File: src/rtl/run_monitor_pkg.sv
// run_monitor_pkg: state encodings, default limits and sizing helper for run_monitor.
`timescale 1ns/1ps
`default_nettype none

package run_monitor_pkg;

    localparam logic [1:0] ST_IDLE = 2'b00;
    localparam logic [1:0] ST_RUN  = 2'b01;
    localparam logic [1:0] ST_DONE = 2'b10;
    localparam logic [1:0] ST_HALT = 2'b11;

    localparam int DEF_MAX_CYCLES   = 100000;
    localparam int DEF_STUCK_CYCLES = 16;

    // Bits needed to hold a run length of 0 .. n-1.
    function automatic int stuck_width(input int n);
        return (n > 1) ? $clog2(n) : 1;
    endfunction

endpackage

`default_nettype wire

File: src/rtl/run_monitor_sat_counter.sv
// sat_counter: W-bit event counter with synchronous clear that sticks at all-ones.
`timescale 1ns/1ps
`default_nettype none

module sat_counter #(
    parameter int W = 32
) (
    input  logic         clk,
    input  logic         rstn,
    input  logic         clr,
    input  logic         inc,
    output logic [W-1:0] q
);

    always_ff @(posedge clk or negedge rstn) begin
        if (!rstn) begin
            q <= '0;
        end else if (clr) begin
            q <= '0;
        end else if (inc && (q != {W{1'b1}})) begin
            q <= q + W'(1);
        end
    end

endmodule

`default_nettype wire

File: src/rtl/run_monitor.sv
// run_monitor: end-of-run / performance monitor with sticky DONE, TIMEOUT and STUCK status.
// Branch statistics counters are built only when RUN_MON_BP_STATS_EN is defined.
`timescale 1ns/1ps
`default_nettype none

module run_monitor
    import run_monitor_pkg::*;
#(
    parameter int XLEN         = 32,
    parameter int CNT_W        = 32,
    parameter int MAX_CYCLES   = DEF_MAX_CYCLES,
    parameter int STUCK_CYCLES = DEF_STUCK_CYCLES
) (
    input  logic             clk,
    input  logic             rstn,
    input  logic             clr,
    input  logic [XLEN-1:0]  last_pc,
    input  logic [XLEN-1:0]  pc,
    input  logic             retire,
    input  logic             is_cond_br,
    input  logic             is_uncond_br,
    input  logic             bp_hit,
    output logic [1:0]       state,
    output logic             done,
    output logic             timeout,
    output logic             stuck,
    output logic [CNT_W-1:0] core_cycle,
    output logic [CNT_W-1:0] inst_retired,
    output logic [CNT_W-1:0] num_cond_br,
    output logic [CNT_W-1:0] num_uncond_br,
    output logic [CNT_W-1:0] bp_correct
);

    localparam int              SW         = stuck_width(STUCK_CYCLES);
    localparam logic [SW-1:0]   STUCK_LAST = SW'(STUCK_CYCLES - 1);
    localparam logic [63:0]     TIMEOUT_AT = 64'(MAX_CYCLES) - 64'd1;

    logic [1:0]      cur_state;
    logic [1:0]      nxt_state;
    logic [XLEN-1:0] prev_pc;
    logic [SW-1:0]   stuck_cnt;

    logic pc_same;
    logic hit_done;
    logic hit_timeout;
    logic hit_stuck;
    logic run_en;
    logic set_done;
    logic set_timeout;
    logic set_stuck;

    assign pc_same     = (pc == prev_pc);
    assign hit_done    = (pc == last_pc);
    // A saturated narrow core_cycle never matches, so TIMEOUT stays off.
    assign hit_timeout = (64'(core_cycle) == TIMEOUT_AT);
    assign hit_stuck   = (stuck_cnt == STUCK_LAST) && pc_same;

    always_ff @(posedge clk or negedge rstn) begin
        if (!rstn) begin
            cur_state <= ST_IDLE;
        end else begin
            cur_state <= nxt_state;
        end
    end

    always_comb begin
        nxt_state = cur_state;
        if (clr) begin
            nxt_state = ST_IDLE;
        end else begin
            case (cur_state)
                ST_IDLE: nxt_state = ST_RUN;
                ST_RUN: begin
                    if (hit_done) begin
                        nxt_state = ST_DONE;
                    end else if (hit_timeout || hit_stuck) begin
                        nxt_state = ST_HALT;
                    end
                end
                default: nxt_state = cur_state;
            endcase
        end
    end

    always_comb begin
        run_en      = (cur_state == ST_RUN) && !clr;
        set_done    = run_en && hit_done;
        set_timeout = run_en && !hit_done && hit_timeout;
        set_stuck   = run_en && !hit_done && !hit_timeout && hit_stuck;
    end

    assign state = cur_state;

    always_ff @(posedge clk or negedge rstn) begin
        if (!rstn) begin
            done    <= 1'b0;
            timeout <= 1'b0;
            stuck   <= 1'b0;
        end else if (clr) begin
            done    <= 1'b0;
            timeout <= 1'b0;
            stuck   <= 1'b0;
        end else begin
            if (set_done)    done    <= 1'b1;
            if (set_timeout) timeout <= 1'b1;
            if (set_stuck)   stuck   <= 1'b1;
        end
    end

    // prev_pc only tracks RUN cycles, so the first RUN cycle sees the cleared value.
    always_ff @(posedge clk or negedge rstn) begin
        if (!rstn) begin
            prev_pc   <= '0;
            stuck_cnt <= '0;
        end else if (clr) begin
            prev_pc   <= '0;
            stuck_cnt <= '0;
        end else if (run_en) begin
            prev_pc <= pc;
            if (!pc_same) begin
                stuck_cnt <= '0;
            end else if (stuck_cnt != STUCK_LAST) begin
                stuck_cnt <= stuck_cnt + SW'(1);
            end
        end
    end

    sat_counter #(.W(CNT_W)) u_core_cycle (
        .clk  (clk),
        .rstn (rstn),
        .clr  (clr),
        .inc  (run_en),
        .q    (core_cycle)
    );

    sat_counter #(.W(CNT_W)) u_inst_retired (
        .clk  (clk),
        .rstn (rstn),
        .clr  (clr),
        .inc  (run_en && retire),
        .q    (inst_retired)
    );

`ifdef RUN_MON_BP_STATS_EN
    sat_counter #(.W(CNT_W)) u_num_cond_br (
        .clk  (clk),
        .rstn (rstn),
        .clr  (clr),
        .inc  (run_en && retire && is_cond_br),
        .q    (num_cond_br)
    );

    sat_counter #(.W(CNT_W)) u_num_uncond_br (
        .clk  (clk),
        .rstn (rstn),
        .clr  (clr),
        .inc  (run_en && retire && is_uncond_br),
        .q    (num_uncond_br)
    );

    sat_counter #(.W(CNT_W)) u_bp_correct (
        .clk  (clk),
        .rstn (rstn),
        .clr  (clr),
        .inc  (run_en && retire && is_cond_br && bp_hit),
        .q    (bp_correct)
    );
`else
    logic unused_bp_inputs;
    assign unused_bp_inputs = is_cond_br ^ is_uncond_br ^ bp_hit;

    assign num_cond_br   = '0;
    assign num_uncond_br = '0;
    assign bp_correct    = '0;
`endif

endmodule

`default_nettype wire

File: config.mk
export PLATFORM = sky130hd
export DESIGN_NAME = run_monitor
export DESIGN_NICKNAME = d
export VERILOG_FILES = /design/src/rtl/run_monitor_pkg.sv /design/src/rtl/run_monitor_sat_counter.sv /design/src/rtl/run_monitor.sv
export SDC_FILE = /design/constraint.sdc
export NUM_CORES = 1
export LEC_CHECK = 0
export ABC_AREA = 1
export BUFFER_PORTS_ARGS = -buffer_cell sky130_fd_sc_hd__buf_2
export CORE_MARGIN = 1
export CORE_UTILIZATION = 45
export CTS_CLUSTER_SIZE = 16
export DETAILED_ROUTE_END_ITERATION = 8
export PLACE_DENSITY = 0.74
export SLEW_MARGIN = 25
export SYNTH_ARGS = -nofsm -noshare
export SYNTH_HDL_FRONTEND = slang
export SYNTH_SLANG_ARGS = --single-unit
File: constraint.sdc
create_clock -name clk -period 4.9 [get_ports clk]
set_input_delay 0 -clock clk [delete_from_list [all_inputs] [get_ports clk]]
set_output_delay 0 -clock clk [all_outputs]
set_load 0.02 [all_outputs]
After elaboration in Yosys (flattened, before gate mapping)
Cells that the tools add are included.

Bits in read-only memories: 0. Bits in latches: 0. Register bits after elaboration: 105. Output and inout bits: 165. Bits in writable memories: 0. Memories kept: 0.

$lt $le $gt $ge: 0. Div/mod/pow operators: 0. Shift operators: 0. Muxes and demuxes: 20. Eq/ne operators: 10. Reduce and logical (&&, ||, !) cells: 24. Add/sub/neg operators: 3. $mul: 0. Bitwise operators: 0.

Operators by type and width (number): $mux 32 (6); $add 32x1->32 const B (2); $eq 32x32->1 (2); $ne 32x32->1 const B (2); $eq 32x17->1 const B (1); $mux 4 (4); $reduce_bool 2->1 (6); $logic_and 1x1->1 (10); $ne 4x4->1 const B (2); $mux 1 (6); $mux 2 (3); $add 4x1->4 const B (1); $eq 4x4->1 const B (1); $pmux 2 s2 (1); $reduce_and 2->1 (2); $logic_not 1->1 (3); $ne 3x2->1 const B (1); $reduce_bool 3->1 (1); $eq 2x1->1 const B (1); $logic_not 2->1 (1); $logic_or 1x1->1 (1).

Longest topological paths before layout
Depth in word-level cells: 7. Depth in mapped cells: 12.

Cells and area by module
From an unflattened synthesis, not the netlist that was laid out.

Cell total of the unflattened synthesis: 1168. Area, all modules: 7941.4 µm².

Modules (own cells, without submodules): sat_counter (cells each 345, instances 2, area each 2243.4 µm²); run_monitor (cells each 478, instances 1, area each 3454.6 µm²).

Least setup slack after synthesis
No wires, ideal clock.

Path kind: register to register. From: register u_core_cycle.q[0]. To: register u_core_cycle.q[31]. Required time: 4.783 ns. Slack: 3.070 ns. Arrival: 1.713 ns. Buffers on the path: 1. Stages on the path, launching flop included: 12. Setup time: 0.117 ns. Cell sequence: dfrtp_1 > ha_1 > nand2_2 > nor2_4 > nand2_2 > nor2_2 > nand2_2 > nand2_4 > nand2_4 > buf_6 > nand2_1 > nand2_1.

Longest elaborated chain between the ends: 3. Elaborated cells between the ends (all ways): 6.

RTL lines: start: declaration (line run_monitor_sat_counter.sv:12) `output logic [W-1:0] q`; start signal: assignment (line run_monitor_sat_counter.sv:21) `q <= q + W'(1);`; $add 32x1->32 or $ne 32x32->1 (tied branches) (line run_monitor_sat_counter.sv:21, run_monitor_sat_counter.sv:20); $mux 32 or $logic_and 1x1->1 (tied branches) (line run_monitor_sat_counter.sv:20) `end else if (inc && (q != {W{1'b1}})) begin`; $mux 32 or $reduce_bool 2->1 (tied branches).

Parallel ways exist; a longest one is shown, timed or not. The select of a mux whose other input is x is not followed. A chain may end at the register's enable or synchronous reset.

Final worst setup path
From: register cur_state[1], in the netlist state[1]. To: register u_core_cycle.q[16].

Longest elaborated chain between the ends: 4.

RTL lines: start: declaration (line run_monitor.sv:38) `logic [1:0] cur_state;`; start signal: assignment (line run_monitor.sv:62) `cur_state <= nxt_state;`; $eq 2x1->1 (line run_monitor.sv:86) `run_en = (cur_state == ST_RUN) && !clr;`; $logic_and 1x1->1 (line run_monitor.sv:86); $logic_and 1x1->1 (line run_monitor_sat_counter.sv:20); $reduce_bool 2->1 (no source line).

No other way between the ends.

==> impl_summary.txt <==
----------------------------------------------------
[Outcome]
  Outcome ... finished clean

[Worst setup path]
  Worst Path Class, Setup ... reg -> reg
  Launch instance of the worst register-to-register path ... state[1]$_DFFE_PN0P_
  Worst Path Required ... 5.18 ns
  Endpoint of the worst-slack reg-to-reg timing path ... u_core_cycle.q[16]$_DFFE_PN0P_
  CP Capture Type ... flip-flop
  Critical Path AT ... between 2 and 3 ns
  Largest fanout on the critical path ... 34
  Critical Path Source Type ... flip-flop
  Setup slack, reg-to-reg ... 2.32 ns
  FF-to-FF path depth ... 10

[Floorplan]
  Row count ... 47
  Die boundary height ... 134 microns
  Die X ... roughly 130 microns
  Starting density of the core ... a little under half
  Count of pins on the block boundary ... roughly 240
  Die footprint ... roughly 18,000 sq um
  Placeable core area ... roughly 17,000 sq um

[Placement]
  RD Place Congestion ... between 0.9 and 1
  Setup slack at placement ... approximately 2.3 ns
  Detail Placement HPWL ... 14,400 microns
  Count of port buffers added during placement ... about 140

[GRT]
  Global-route wire length before repair ... 32,900 microns
  Pin count of the biggest net entering global routing ... between 50 and 60
  Number of global-route vias before repair ... around 7,000
  Number of antenna violations at the first check in global routing ... 0
  GR Util All Layers ... 22.9%
  Leftover overflow at the end of global routing ... 0

[Power and ir drop]
  Areal power density over the cells ... around 230 nW/um^2
  Maximum VDD drop ... roughly 180 uV
  Leakage dissipation ... between 4 and 5 nW

[CTS]
  PostCTS Resize Cnt ... 0
  Clock tree from TritonCTS ... done
  CTS clock-pin slew for the worst setup and hold paths ... 0.07 ns
  Buffer levels on the longest clock path ... 2
  Sink count of the clock tree ... 105
  Buffer type at the clock tree root ... sky130_fd_sc_hd__clkbuf_16
  Source-to-sink clock delay at the later pin of the worst-skew pair ... 0.35 ns
  Max H-tree Level ... 3
  Total CTS buffers ... 9

[Route]
  Routed WL ... slightly below 20,000 microns
  DRC errors left ... 0
  Starting DRC count in detailed routing ... 550
  WL per Instance ... roughly 13 microns
  Via density per instance ... between 4 and 5
  Count of TritonRoute iterations in the first routing pass ... 5
  Number of routed nets with antenna violations ... 0
  Vias after detailed routing ... 7,345

[Cells and area]
  Diode count ... 0
  Layout overhead on the synthesized area ... 14.2%
  Number of nets in the final layout ... between 1,000 and 1,500
  Layout cells sized above 1 ... 16.4%

[STA]
  Finish-stage setup viols ... 0
  Clock Skews ... about 0.0093 ns
  Achievable clock frequency ... 0.387 GHz
  Post-layout worst setup margin ... about 2.3 ns
  Slew margin rel. ... a little over two fifths
  Final setup TNS ... 0 ns
  Transition at the pin with the smallest max-transition slack ... between 0.8 and 0.9 ns
  Fin. Hold Viols ... 0
  Unrepaired setup endpoints after global routing ... no
  Number of slew-limit violations in the final report ... 0
  Final period util ... 52.8%
  Crit path time final ... roughly 2.6 ns

[Logic synthesis]
  Synthesized area ... a little under 8000 sq um
  Syn Area/Cell ... approximately 7 sq um
  Number of instances in the synthesized netlist ... about 1,100
  Synth Register Bits ... approximately 110
  Post-synthesis sequential area ratio ... between 30% and 40%
  Ys Warns ... 0
  Number of library cell types mapped by synthesis ... 39

[Min path]
  Terminating pin of the worst hold path ... done$_DFFE_PN0P_
  Hold Path Stages ... 2
  Worst hold path startpoint ... clr
  Worst hold-check path type ... in -> reg

[Flow run]
  # Max-Cap Violations ... 0

----------------------------------------------------
-- cell usage in the layout (no fill, tap or decap), types with 2 or more instances in the layout --
| cell | instances |
|---|---|
| sky130_fd_sc_hd__nor2_4 | 3 |
| sky130_fd_sc_hd__clkbuf_8 | 2 |
| sky130_fd_sc_hd__nor2_2 | 5 |
| sky130_fd_sc_hd__o22ai_1 | 3 |
| sky130_fd_sc_hd__nor3_2 | 5 |
| sky130_fd_sc_hd__buf_2 | 135 |
| sky130_fd_sc_hd__xor2_1 | 11 |
| sky130_fd_sc_hd__inv_1 | 134 |
| sky130_fd_sc_hd__nor2_8 | 2 |
| sky130_fd_sc_hd__nand3b_1 | 2 |
| sky130_fd_sc_hd__nor2_1 | 124 |
| sky130_fd_sc_hd__a21oi_2 | 2 |
| sky130_fd_sc_hd__o31ai_1 | 3 |
| sky130_fd_sc_hd__nor3_1 | 34 |
| sky130_fd_sc_hd__conb_1 | 96 |
| sky130_fd_sc_hd__nand2_2 | 6 |
| sky130_fd_sc_hd__nand2_1 | 298 |
| sky130_fd_sc_hd__ha_1 | 3 |
| sky130_fd_sc_hd__clkbuf_16 | 9 |
| sky130_fd_sc_hd__dfrtp_1 | 105 |
| sky130_fd_sc_hd__nand3_1 | 76 |
| sky130_fd_sc_hd__dlygate4sd3_1 | 33 |
| sky130_fd_sc_hd__inv_2 | 8 |
| sky130_fd_sc_hd__nand2_4 | 4 |
| sky130_fd_sc_hd__o21ai_0 | 59 |
| sky130_fd_sc_hd__o21ai_1 | 10 |
| sky130_fd_sc_hd__o21ai_2 | 18 |
| sky130_fd_sc_hd__a21oi_1 | 13 |
| sky130_fd_sc_hd__buf_4 | 4 |
| sky130_fd_sc_hd__nand4_1 | 39 |
| sky130_fd_sc_hd__xnor2_1 | 31 |
-- power by group --
part	internal [mW]	switching, mW	leakage [nW]	total, mW
logic	0.116	0.257	2.89	0.372
registers	0.900	0.0333	1.44	0.933
clock network	0.425	0.340	0.149	0.765
-- Yosys cell counts (all sizes together) --
library cell	n	area (sq um)
a21boi	1	18.8
a21oi	15	82.6
buf	113	837
clkbuf	9	33.8
conb	1	3.75
dfrtp	105	2630
ha	3	37.5
inv	143	539
nand2	308	1200
nand3	77	390
nand3b	2	15.0
nand4	40	256
nor2	134	571
nor3	40	236
nor4	1	6.26
o21ai	87	503
o22ai	3	18.8
o2bb2ai	1	8.76
o31ai	3	22.5
or2	1	6.26
xnor2	31	272
xor2	11	96.3
-- per-stage QoR --
step | total power [mW] | area [sq um] | util, % | hold slack (ns) | std cells
floorplan | 1.25 | 8140 | - | -0.296 | 1224
global placement | 1.29 | 8250 | 49.2 | 0.113 | 1461
detailed placement | 1.30 | 8250 | 49.2 | 0.107 | 1461
CTS | 2.08 | 8890 | 53.0 | 0.0821 | 1510
global route | 2.16 | 8890 | 53.0 | 0.111 | 1510
finish | 2.07 | 8890 | 53.0 | 0.0876 | 1510
-- metal layers --
| metal | wire [microns] | global-route usage [%] |
|---|---|---|
| met3 | 1150 | 2.66 |
| met4 | 279 | 7.26 |
| met5 | 0 | 0 |
| met1 | 8770 | 30.3 |
| met2 | 9690 | 38.7 |
-- final cells by class --
class                           count  area, sq um
Fill cell                        1648         7870
Timing Repair Buffer              172         1040
Sequential cell                   105         2630
Clock inverter                      4         51.3
Inverter                          143          539
Tap cell                          220          275
Multi-Input combinational cell    854         4100
Clock buffer                       12          256
-- worst max-delay path by stage --
stage	startpoint	endpoint	slack, ns	cells past startpoint
finish	state[1]$_DFFE_PN0P_	u_core_cycle.q[16]$_DFFE_PN0P_	2.32	10
global route	state[1]$_DFFE_PN0P_	u_core_cycle.q[16]$_DFFE_PN0P_	2.03	10
floorplan	u_core_cycle.q[0]$_DFFE_PN0P_	u_core_cycle.q[31]$_DFFE_PN0P_	3.07	11
global placement	state[1]$_DFFE_PN0P_	u_core_cycle.q[16]$_DFFE_PN0P_	2.31	10
CTS	state[1]$_DFFE_PN0P_	u_core_cycle.q[16]$_DFFE_PN0P_	2.26	10
detailed placement	state[1]$_DFFE_PN0P_	u_core_cycle.q[16]$_DFFE_PN0P_	2.29	10
-- sequential cells by signal (all words and copies together) (netlist names) --
name              cells
stuck                 1
u_core_cycle.q       32
state                 2
done                  1
u_inst_retired.q     32
timeout               1
stuck_cnt             4
prev_pc              32
-- repair_timing --
action / 4_1_cts / 5_1_grt
endpoints found under the hold margin: 86 / 0
hold buffers: 33 / 0
setup buffers: 0 / 0
-- cell families after synthesis --
group | Yosys count | share of synthesized area [%]
adder cells (fa/ha/maj) | 3 | 0.482
AO/OA/AOI/OAI | 110 | 8.41
buffers and inverters | 265 | 18.1
XOR/XNOR | 42 | 4.73
AND/OR/NAND/NOR | 603 | 34.5
flip-flops | 105 | 33.8
other | 1 | 0.0482
-- worst max-delay path, stage by stage (launching register included) --
cell and delay (ns):
sky130_fd_sc_hd__dfrtp_1 0.40, sky130_fd_sc_hd__inv_2 0.07, sky130_fd_sc_hd__nand2_2 0.38, sky130_fd_sc_hd__nor2_8 0.32, sky130_fd_sc_hd__inv_4 0.18, sky130_fd_sc_hd__a21oi_1 0.50, sky130_fd_sc_hd__buf_4 0.34, sky130_fd_sc_hd__nand2_1 0.10
sky130_fd_sc_hd__nand2_1 0.06, sky130_fd_sc_hd__nand2_1 0.04, sky130_fd_sc_hd__nor2_1 0.10
(Power assumes the default switching activity.)
